[config.mk]
export PLATFORM = sky130hd
export DESIGN_NAME = i2s_master_tx
export DESIGN_NICKNAME = d
export VERILOG_FILES = /design/src/rtl/i2s_master_tx.sv
export SDC_FILE = /design/constraint.sdc
export NUM_CORES = 1
export LEC_CHECK = 0
export BUFFER_PORTS_ARGS = -buffer_cell sky130_fd_sc_hd__buf_2
export CORE_MARGIN = 3
export CORE_UTILIZATION = 60
export CTS_BUF_LIST = sky130_fd_sc_hd__clkbuf_8
export DETAILED_ROUTE_END_ITERATION = 6
export GPL_TIMING_DRIVEN = 0
export PLACE_DENSITY = 0.8
export REMOVE_ABC_BUFFERS = 1
export SLEW_MARGIN = 20
export SYNTH_ARGS = -nofsm -noshare
export SYNTH_HDL_FRONTEND = slang
export SYNTH_SLANG_ARGS = --single-unit
[constraint.sdc]
create_clock -name clk -period 2.9 [get_ports clk]
set_clock_uncertainty 0.2 [all_clocks]
set_input_delay 0.87 -clock clk [delete_from_list [all_inputs] [get_ports clk]]
set_output_delay 0.87 -clock clk [all_outputs]
set_load 0.02 [all_outputs]
[src/rtl/i2s_master_tx.sv]
// -----------------------------------------------------------------------------
// i2s_master_tx
//
// Purpose:
//   I2S master transmitter in Philips format. Each frame is 64 sclk periods:
//   periods 0..31 carry the left channel (ws=0) and 32..63 the right channel
//   (ws=1). The 16-bit sample goes out MSB first, one sclk after the ws edge.
//   Bits past the 16-bit sample are zero. A single holding register decouples
//   the upstream write strobe from the frame timing.
//
// Ports:
//   clk        in   system clock
//   rst_n      in   asynchronous reset, active low
//   en         in   high = transmit frames, low = stop at the next frame end
//   wrt_smpl   in   one-clk strobe, captures lft_smpl/rght_smpl into hold
//   lft_smpl   in   left sample, two's complement
//   rght_smpl  in   right sample, two's complement
//   I2S_sclk   out  serial bit clock, period 2*SCLK_DIV clk
//   I2S_ws     out  word select, 0 = left, 1 = right
//   I2S_data   out  serial data, updated on the clk where sclk falls
//   frm_strt   out  one-clk pulse when hold is transferred to the shifters
//   undrn      out  one-clk pulse, frame loaded from a stale hold register
//   ovrn       out  one-clk pulse, write arrived while hold was still full
// -----------------------------------------------------------------------------
module i2s_master_tx #(
   parameter  int SCLK_DIV = 16,
   localparam int DATA_W   = 16
) (
   input  logic                     clk,
   input  logic                     rst_n,
   input  logic                     en,
   input  logic                     wrt_smpl,
   input  logic signed [DATA_W-1:0] lft_smpl,
   input  logic signed [DATA_W-1:0] rght_smpl,
   output logic                     I2S_sclk,
   output logic                     I2S_ws,
   output logic                     I2S_data,
   output logic                     frm_strt,
   output logic                     undrn,
   output logic                     ovrn
);

   localparam int              DIV_W  = (SCLK_DIV > 1) ? $clog2(SCLK_DIV) : 1;
   localparam logic [DIV_W-1:0] DIV_TC = DIV_W'(SCLK_DIV - 1);

   typedef enum logic [1:0] {
      IDLE,
      RUN,
      DRAIN
   } state_t;

   state_t                     state_q, state_d;
   logic [DIV_W-1:0]           div_cnt_q, div_cnt_d;
   logic [5:0]                 bit_cnt_q, bit_cnt_d;
   logic                       sclk_q, sclk_d;
   logic                       ws_q, ws_d;
   logic                       data_q, data_d;
   logic                       frm_q, frm_d;
   logic                       undrn_q, undrn_d;
   logic                       ovrn_q, ovrn_d;
   logic signed [DATA_W-1:0]   hold_l_q, hold_l_d;
   logic signed [DATA_W-1:0]   hold_r_q, hold_r_d;
   logic                       hold_full_q, hold_full_d;
   logic signed [DATA_W-1:0]   shft_l_q, shft_l_d;
   logic signed [DATA_W-1:0]   shft_r_q, shft_r_d;

   logic active;     // divider running (RUN or DRAIN)
   logic tc;         // divider terminal count, sclk toggles this clk
   logic fall;       // sclk goes 1->0 this clk
   logic frame_end;  // falling edge that closes period 63
   logic keep_run;   // another frame follows the one that is ending
   logic load;       // hold -> shifters transfer this clk

   assign active    = (state_q != IDLE);
   assign tc        = active && (div_cnt_q == DIV_TC);
   assign fall      = tc && sclk_q;
   assign frame_end = fall && (bit_cnt_q == 6'd63);
   // A DRAIN whose en came back before the frame end behaves as RUN here,
   // so the frame boundary is not lost.
   assign keep_run  = (state_q == RUN) || en;
   assign load      = frame_end && keep_run;

   always_comb begin
      state_d     = state_q;
      div_cnt_d   = div_cnt_q;
      bit_cnt_d   = bit_cnt_q;
      sclk_d      = sclk_q;
      ws_d        = ws_q;
      data_d      = data_q;
      frm_d       = 1'b0;
      undrn_d     = 1'b0;
      ovrn_d      = 1'b0;
      hold_l_d    = hold_l_q;
      hold_r_d    = hold_r_q;
      hold_full_d = hold_full_q;
      shft_l_d    = shft_l_q;
      shft_r_d    = shft_r_q;

      case (state_q)
         IDLE:    if (en) state_d = RUN;
         RUN:     if (!en) state_d = DRAIN;
         DRAIN: begin
            if (frame_end && !en) state_d = IDLE;
            else if (en)          state_d = RUN;
         end
         default: state_d = IDLE;
      endcase

      // sclk divider; parked low with a cleared count while idle
      if (!active) begin
         div_cnt_d = '0;
         sclk_d    = 1'b0;
      end else if (tc) begin
         div_cnt_d = '0;
         sclk_d    = ~sclk_q;
      end else begin
         div_cnt_d = div_cnt_q + DIV_W'(1);
      end

      if (fall) begin
         if (frame_end && !keep_run) begin
            // Stopping: bit_cnt stays at 63 so a restart begins with a load.
            ws_d   = 1'b1;
            data_d = 1'b0;
         end else begin
            bit_cnt_d = bit_cnt_q + 6'd1;
            ws_d      = bit_cnt_d[5];
            data_d    = 1'b0;
            if ((bit_cnt_d >= 6'd1) && (bit_cnt_d <= 6'd16)) begin
               data_d   = shft_l_q[DATA_W-1];
               shft_l_d = {shft_l_q[DATA_W-2:0], 1'b0};
            end else if ((bit_cnt_d >= 6'd33) && (bit_cnt_d <= 6'd48)) begin
               data_d   = shft_r_q[DATA_W-1];
               shft_r_d = {shft_r_q[DATA_W-2:0], 1'b0};
            end
            if (load) begin
               shft_l_d    = hold_l_q;
               shft_r_d    = hold_r_q;
               frm_d       = 1'b1;
               undrn_d     = ~hold_full_q;
               hold_full_d = 1'b0;
            end
         end
      end

      // A write on the load clk lands in hold after the shifters took the
      // old contents, so it counts as fresh data rather than an overrun.
      if (wrt_smpl) begin
         hold_l_d    = lft_smpl;
         hold_r_d    = rght_smpl;
         hold_full_d = 1'b1;
         ovrn_d      = hold_full_q && !load;
      end
   end

   always_ff @(posedge clk or negedge rst_n) begin
      if (!rst_n) begin
         state_q     <= IDLE;
         div_cnt_q   <= '0;
         bit_cnt_q   <= 6'd63;
         sclk_q      <= 1'b0;
         ws_q        <= 1'b1;
         data_q      <= 1'b0;
         frm_q       <= 1'b0;
         undrn_q     <= 1'b0;
         ovrn_q      <= 1'b0;
         hold_l_q    <= '0;
         hold_r_q    <= '0;
         hold_full_q <= 1'b0;
         shft_l_q    <= '0;
         shft_r_q    <= '0;
      end else begin
         state_q     <= state_d;
         div_cnt_q   <= div_cnt_d;
         bit_cnt_q   <= bit_cnt_d;
         sclk_q      <= sclk_d;
         ws_q        <= ws_d;
         data_q      <= data_d;
         frm_q       <= frm_d;
         undrn_q     <= undrn_d;
         ovrn_q      <= ovrn_d;
         hold_l_q    <= hold_l_d;
         hold_r_q    <= hold_r_d;
         hold_full_q <= hold_full_d;
         shft_l_q    <= shft_l_d;
         shft_r_q    <= shft_r_d;
      end
   end

   assign I2S_sclk = sclk_q;
   assign I2S_ws   = ws_q;
   assign I2S_data = data_q;
   assign frm_strt = frm_q;
   assign undrn    = undrn_q;
   assign ovrn     = ovrn_q;

endmodule

==> flow_metrics.tcl, run 1 <==
set metrics [dict create \
    async_flop_share_pct 100 \
    cts_tree "done" \
    ys_seq_area_share_pct 54.6 \
    maxCapViolCount 0 \
    synth_edf_count 0 \
    ys_ff_latch 83 \
    drt-initial-drc-count 99 \
    routabilityCongestion 0.868 \
    grt_pass1_vias 2520 \
    grt_overflow_total 0 \
    postSynthCellCount 310 \
    r2r-start "bit_cnt_q[1]$_DFFE_PN1P_" \
    cp-end-kind "flip-flop" \
    place.detailed.hpwl_um 4330 \
    ios 42 \
    drive_gt1_share_pct 39.5 \
    synth_top_area_share_pct 49.8 \
    worst_ep_arrival_time_ns 2.84 \
    cts_buffers 9 \
    area_growth_pct 12.8 \
    fillers 421 \
    core.rowCount 28 \
    final_nets 387 \
    fin_crit_ns 2.80 \
    firstDrtPassIters 5 \
    setup_viol 0 \
    whs_ns 0.247 \
    synth_area_leaders "dfrtp_1, mux2_2, mux2_4" \
    leakagePower_nw 1.96 \
    fp.coreArea_um2 6060 \
    crit_start "bit_cnt_q[1]$_DFFE_PN1P_" \
    cp.required_ns 2.94 \
    clkLatencyLatePin_ns 0.36 \
    power_density_nw_per_um2 502 \
    die_h_um 85.8 \
    grt_max_degree 53 \
    placed_area_um2 4070 \
    dr_total_vias 2497 \
    crit_fanout 28 \
    yosys.area.top_type "dfrtp_1" \
    r2r_setup_slack_ns 0.10 \
    via_per_inst 5.85 \
    fin_area_um2 4310 \
    grt_use_total_pct 20.2 \
    post-synth-top-count-cell "dfrtp_1" \
    ys.flop_type "dfrtp_1" \
    diodes 0 \
    final_hold_viol_count 0 \
    regArea_um2 2090 \
    dieArea_um2 7360 \
    hold_class "in -> async" \
    wire_per_inst_um 16.0 \
    start_kind "flip-flop" \
    max_freq_mhz 358 \
    path_class "reg -> reg" \
    cp-endpoint "shft_r_q[15]$_DFFE_PN0P_" \
    holdBufCountCts 0 \
    antenna_left 0 \
    drv_slew 0 \
    start_util_pct 63.1 \
    r2r_end "shft_r_q[15]$_DFFE_PN0P_" \
    timing.final.ws_setup_ns 0.103 \
    die_x_um 85.8 \
    wl_um 6820 \
    port-buffer-count 41 \
    vdd_drop_max_v 0.000435 \
    worstMarginPinSlew_ns 0.754 \
    clockBufferDepth 2 \
    min_period_over_period_pct 96.4 \
    synth_area_um2 3820 \
    drc 0 \
    clk_pin_slew_ns 0.09 \
    synth_common_cells "dfrtp_1, mux2_2, nor2_1" \
    rsz0062_at_grt "no" \
    preCtsSetupSlack_ns -0.166 \
    root_buffer "clkbuf_8" \
    grt_pass1_wl_um 11700 \
    cts_htree_levels 3 \
    relSlewSlack_pct 49.7 \
    clock_sinks 83 \
    status "complete, no violations" \
    ys_types 44 \
    multi_input_area_um2 1640 \
    reg2regPathDepth 7 \
    antenna_found_initial 0 \
    synth_warnings 0 \
    syn_avg_cell_area_um2 12.3 \
]
==> cells in the final DEF (no fill, tap or decap), drive strengths merged, types with 4 or more instances in the layout <==
master and instances:
dfrtp 76, mux2 62, buf 44, nor2 25
a21oi 22, o21ai 21, a31oi 15, clkbuf 11
dfstp 7, nand2 7, clkinvlp 6, xnor2 4
inv 4, and4 4, ha 4
==> repair_timing <==
item | in CTS | in global routing
gates resized for setup | 2 | 4
pin swaps | 0 | 1
setup endpoints to repair | 30 | 32
setup buffers | 0 | 1
==> registers in the layout, summed over array words and instances, names as in the netlist, 2 cells and up <==
signal     cells
div_cnt_q      4
shft_r_q      16
hold_l_q      16
bit_cnt_q      6
hold_r_q      16
state_q        2
shft_l_q      16
==> power by group <==
group          internal [mW]  switching [mW]  total, mW
clock                  0.357           0.421      0.778
combinational         0.0764          0.0630      0.139
sequential              1.21          0.0336       1.25
==> worst min path at each step <==
stage                            startpoint                 endpoint  slack (ns)
floorplan           hold_full_q$_DFFE_PN0P_          undrn$_DFF_PN0_        0.22
global placement    hold_full_q$_DFFE_PN0P_          undrn$_DFF_PN0_        0.24
detailed placement  hold_full_q$_DFFE_PN0P_          undrn$_DFF_PN0_        0.26
CTS                                   rst_n  hold_r_q[5]$_DFFE_PN0P_        0.25
global route                          rst_n  hold_r_q[5]$_DFFE_PN0P_        0.27
finish                                rst_n  hold_r_q[5]$_DFFE_PN0P_        0.25
==> worst max-delay path, stage by stage (launching register included) <==
cell	delay, ns
dfstp_2	0.62
ha_2	0.27
and4_4	0.26
nand2_2	0.09
or3_4	0.47
buf_12	0.21
mux2_4	0.30
mux2_4	0.25
==> through the flow <==
step           instances  setup TNS (ns)  utilization [%]  power, mW
6_report             427               0             71.1       2.17
5_1_grt              427               0             71.1       2.25
4_1_cts              426               0             70.5       2.19
3_5_place_dp         410           -3.53             67.1       1.41
3_3_place_gp         408          -19.88             66.3       1.40
2_1_floorplan        292          -0.608                -       1.33
==> metal layers <==
metal | part of all wire, % | up-vias | track usage (%)
li1 | - | 1191 | -
met1 | 47 | 1244 | 26.3
met2 | 48 | 49 | 33.1
met3 | 3.2 | 13 | 3.75
met4 | 2.0 | 0 | 9.35
met5 | 0 | - | 0
==> layout make-up <==
class,instances,area share [%]
Sequential cell,83,48.4
Multi-Input combinational cell,204,38.1
Timing Repair Buffer,44,6.39
Clock buffer,11,3.51
Tap cell,75,2.18
Clock inverter,5,0.871
Inverter,5,0.522
==> kinds of logic after synthesis <==
logic type      synth area share, %
compound gates                 11.6
fa+ha+maj                      1.31
flops                          54.6
xor+xnor                       1.37
buf+inv                        3.21
mux                            19.8
simple gates                   8.15
No activity file was read; power rests on OpenSTA's default activity.
==> inputs of run 2 (changes only) <==
==> constraint.sdc (replaced) <==
create_clock -name clk -period 2.9 [get_ports clk]
set_clock_uncertainty 0.2 [all_clocks]
set_input_delay 0.145 -clock clk [delete_from_list [all_inputs] [get_ports clk]]
set_output_delay 0.145 -clock clk [all_outputs]
set_load 0.02 [all_outputs]
==> flow_metrics.tcl, run 2 (same netlist as run 1, synthesis figures left out) <==
set metrics [dict create \
    wire_per_inst_um 16.0 \
    start_kind "flip-flop" \
    fp.coreArea_um2 6060 \
    final_hold_viol_count 0 \
    timing.final.ws_setup_ns 0.102 \
    min_period_over_period_pct 96.5 \
    leakagePower_nw 2.10 \
    cts_buffers 9 \
    cpMostUsedCell "mux2_4" \
    r2r_setup_slack_ns 0.10 \
    cts_htree_levels 3 \
    reg2regPathDepth 7 \
    clock_power_share_pct 35.4 \
    drt-initial-drc-count 130 \
    crit_start "bit_cnt_q[1]$_DFFE_PN1P_" \
    grt_use_total_pct 22.1 \
    relSlewSlack_pct 49.0 \
    clockBufferDepth 2 \
    vdd_drop_max_v 0.000435 \
    antenna_found_initial 0 \
    path_depth 7 \
    power_density_nw_per_um2 474 \
    worstMarginPinSlew_ns 0.765 \
    path_cells "ha_2 -> and4_4 -> nand2_2 -> or3_4 -> buf_12 -> mux2_4 -> mux2_4" \
    start_util_pct 63.1 \
    setup_viol 0 \
    die_h_um 85.8 \
    dr_total_vias 2646 \
    critPathSlowestCell "dfstp_2" \
    worst_ep_arrival_time_ns 2.84 \
    power_switching_mw 0.529 \
    dieArea_um2 7360 \
    cp.required_ns 2.94 \
    status "complete, no violations" \
    routabilityCongestion 0.868 \
    fillers 357 \
    drive_gt1_share_pct 36.0 \
    via_per_inst 5.74 \
    clkLatencyLatePin_ns 0.36 \
    path_class "reg -> reg" \
    clock_sinks 83 \
    antenna_left 0 \
    crit_path_max_incr_delay_ns 0.62 \
    wl_um 7370 \
    hold_class "in -> async" \
    grt_pass1_vias 2731 \
    mostFrequentLayoutCells "dfrtp_1, mux2_2, buf_2" \
    final_nets 421 \
    met2_usage_pct 36.4 \
    cp-end-kind "flip-flop" \
    finalSetupTns_ns 0 \
    diodes 0 \
    max_freq_mhz 357 \
    busiest_layer "met2" \
    port-buffer-count 41 \
    cp-endpoint "shft_r_q[15]$_DFFE_PN0P_" \
    critical_path_buf_inv_count 1 \
    p_seq_share_pct 56.6 \
    grt_pass1_wl_um 12700 \
    drv_slew 0 \
    rsz0062_at_grt "no" \
    finalPower_mw 2.21 \
    area_growth_pct 21.7 \
    crit_fanout 28 \
    ios 42 \
    met1_usage_pct 28.4 \
    crit_family "simple AND/OR/NAND/NOR gates" \
    grt_overflow_total 0 \
    place.detailed.hpwl_um 4330 \
    core.rowCount 28 \
    grt_max_degree 53 \
    cts_tree "done" \
    preCtsSetupSlack_ns -0.166 \
    combinationalPowerShare_pct 8.0 \
    fin_crit_ns 2.80 \
    whs_ns 0.0624 \
    firstDrtPassIters 4 \
    die_x_um 85.8 \
    switching_share_pct 24.0 \
    maxCapViolCount 0 \
    r2r_end "shft_r_q[15]$_DFFE_PN0P_" \
    r2r-start "bit_cnt_q[1]$_DFFE_PN1P_" \
    root_buffer "clkbuf_8" \
    grtUsageMet3_pct 4.03 \
    layout_commonest_cell "dfrtp_1" \
    p_int_mw 1.68 \
    clk_pin_slew_ns 0.08 \
    drc 0 \
]
[run 2: changes by cell type in the layout (fill, tap and decap cells not counted)]
cell and delta:
dlygate4sd3_1 +34
[run 2: worst min-delay path by stage]
stage / start / endpoint / cells past startpoint
6_report: rst_n / hold_r_q[5]$_DFFE_PN0P_ / 2
5_1_grt: rst_n / hold_r_q[5]$_DFFE_PN0P_ / 2
4_1_cts: rst_n / hold_r_q[5]$_DFFE_PN0P_ / 2
3_5_place_dp: rst_n / shft_r_q[3]$_DFFE_PN0P_ / 1
3_3_place_gp: en / state_q[1]$_DFFE_PN0P_ / 2
2_1_floorplan: rst_n / I2S_data$_DFFE_PN0P_ / 0
[run 2: what timing repair did]
action                                  4_1_cts  5_1_grt
gates resized for setup                       2        4
hold buffers                                 34        0
endpoints found under the setup margin       30       32
pin swaps                                     0        1
buffers inserted                              0        1
endpoints found under the hold margin       114        0
[run 2: stage by stage]
stage | util [%] | cells | area, µm²
6_report | 76.7 | 461 | 4650
5_1_grt | 76.7 | 461 | 4650
4_1_cts | 76.1 | 460 | 4610
3_5_place_dp | 67.1 | 410 | 4070
3_3_place_gp | 66.3 | 408 | 4020
2_1_floorplan | - | 292 | 3720
[run 2: routing by layer]
layer / vias to the layer above / share of wire [%]
met3: 16 / 3.5
li1: 1258 / -
met5: - / 0
met4: 0 / 2.2
met2: 65 / 49
met1: 1307 / 45
[run 2: area by class of cell]
| class | count | area, µm² | share of cell area [%] |
|---|---|---|---|
| sequential | 83 | 2090 | 44.8 |
| inverter | 5 | 22.5 | 0.484 |
| tap | 75 | 93.8 | 2.02 |
| timing repair buffer | 78 | 616 | 13.2 |
| clock inverter | 5 | 37.5 | 0.807 |
| multi-input combinational | 204 | 1640 | 35.4 |
| clock buffer | 11 | 151 | 3.26 |
[run 2: power groups by stage]
stage / clock, mW / sequential (mW) / combinational (mW)
floorplan: 0 / 1.26 / 0.0730
global placement: 0 / 1.27 / 0.132
detailed placement: 0 / 1.27 / 0.142
CTS: 0.795 / 1.25 / 0.178
global route: 0.844 / 1.26 / 0.197
finish: 0.780 / 1.25 / 0.177
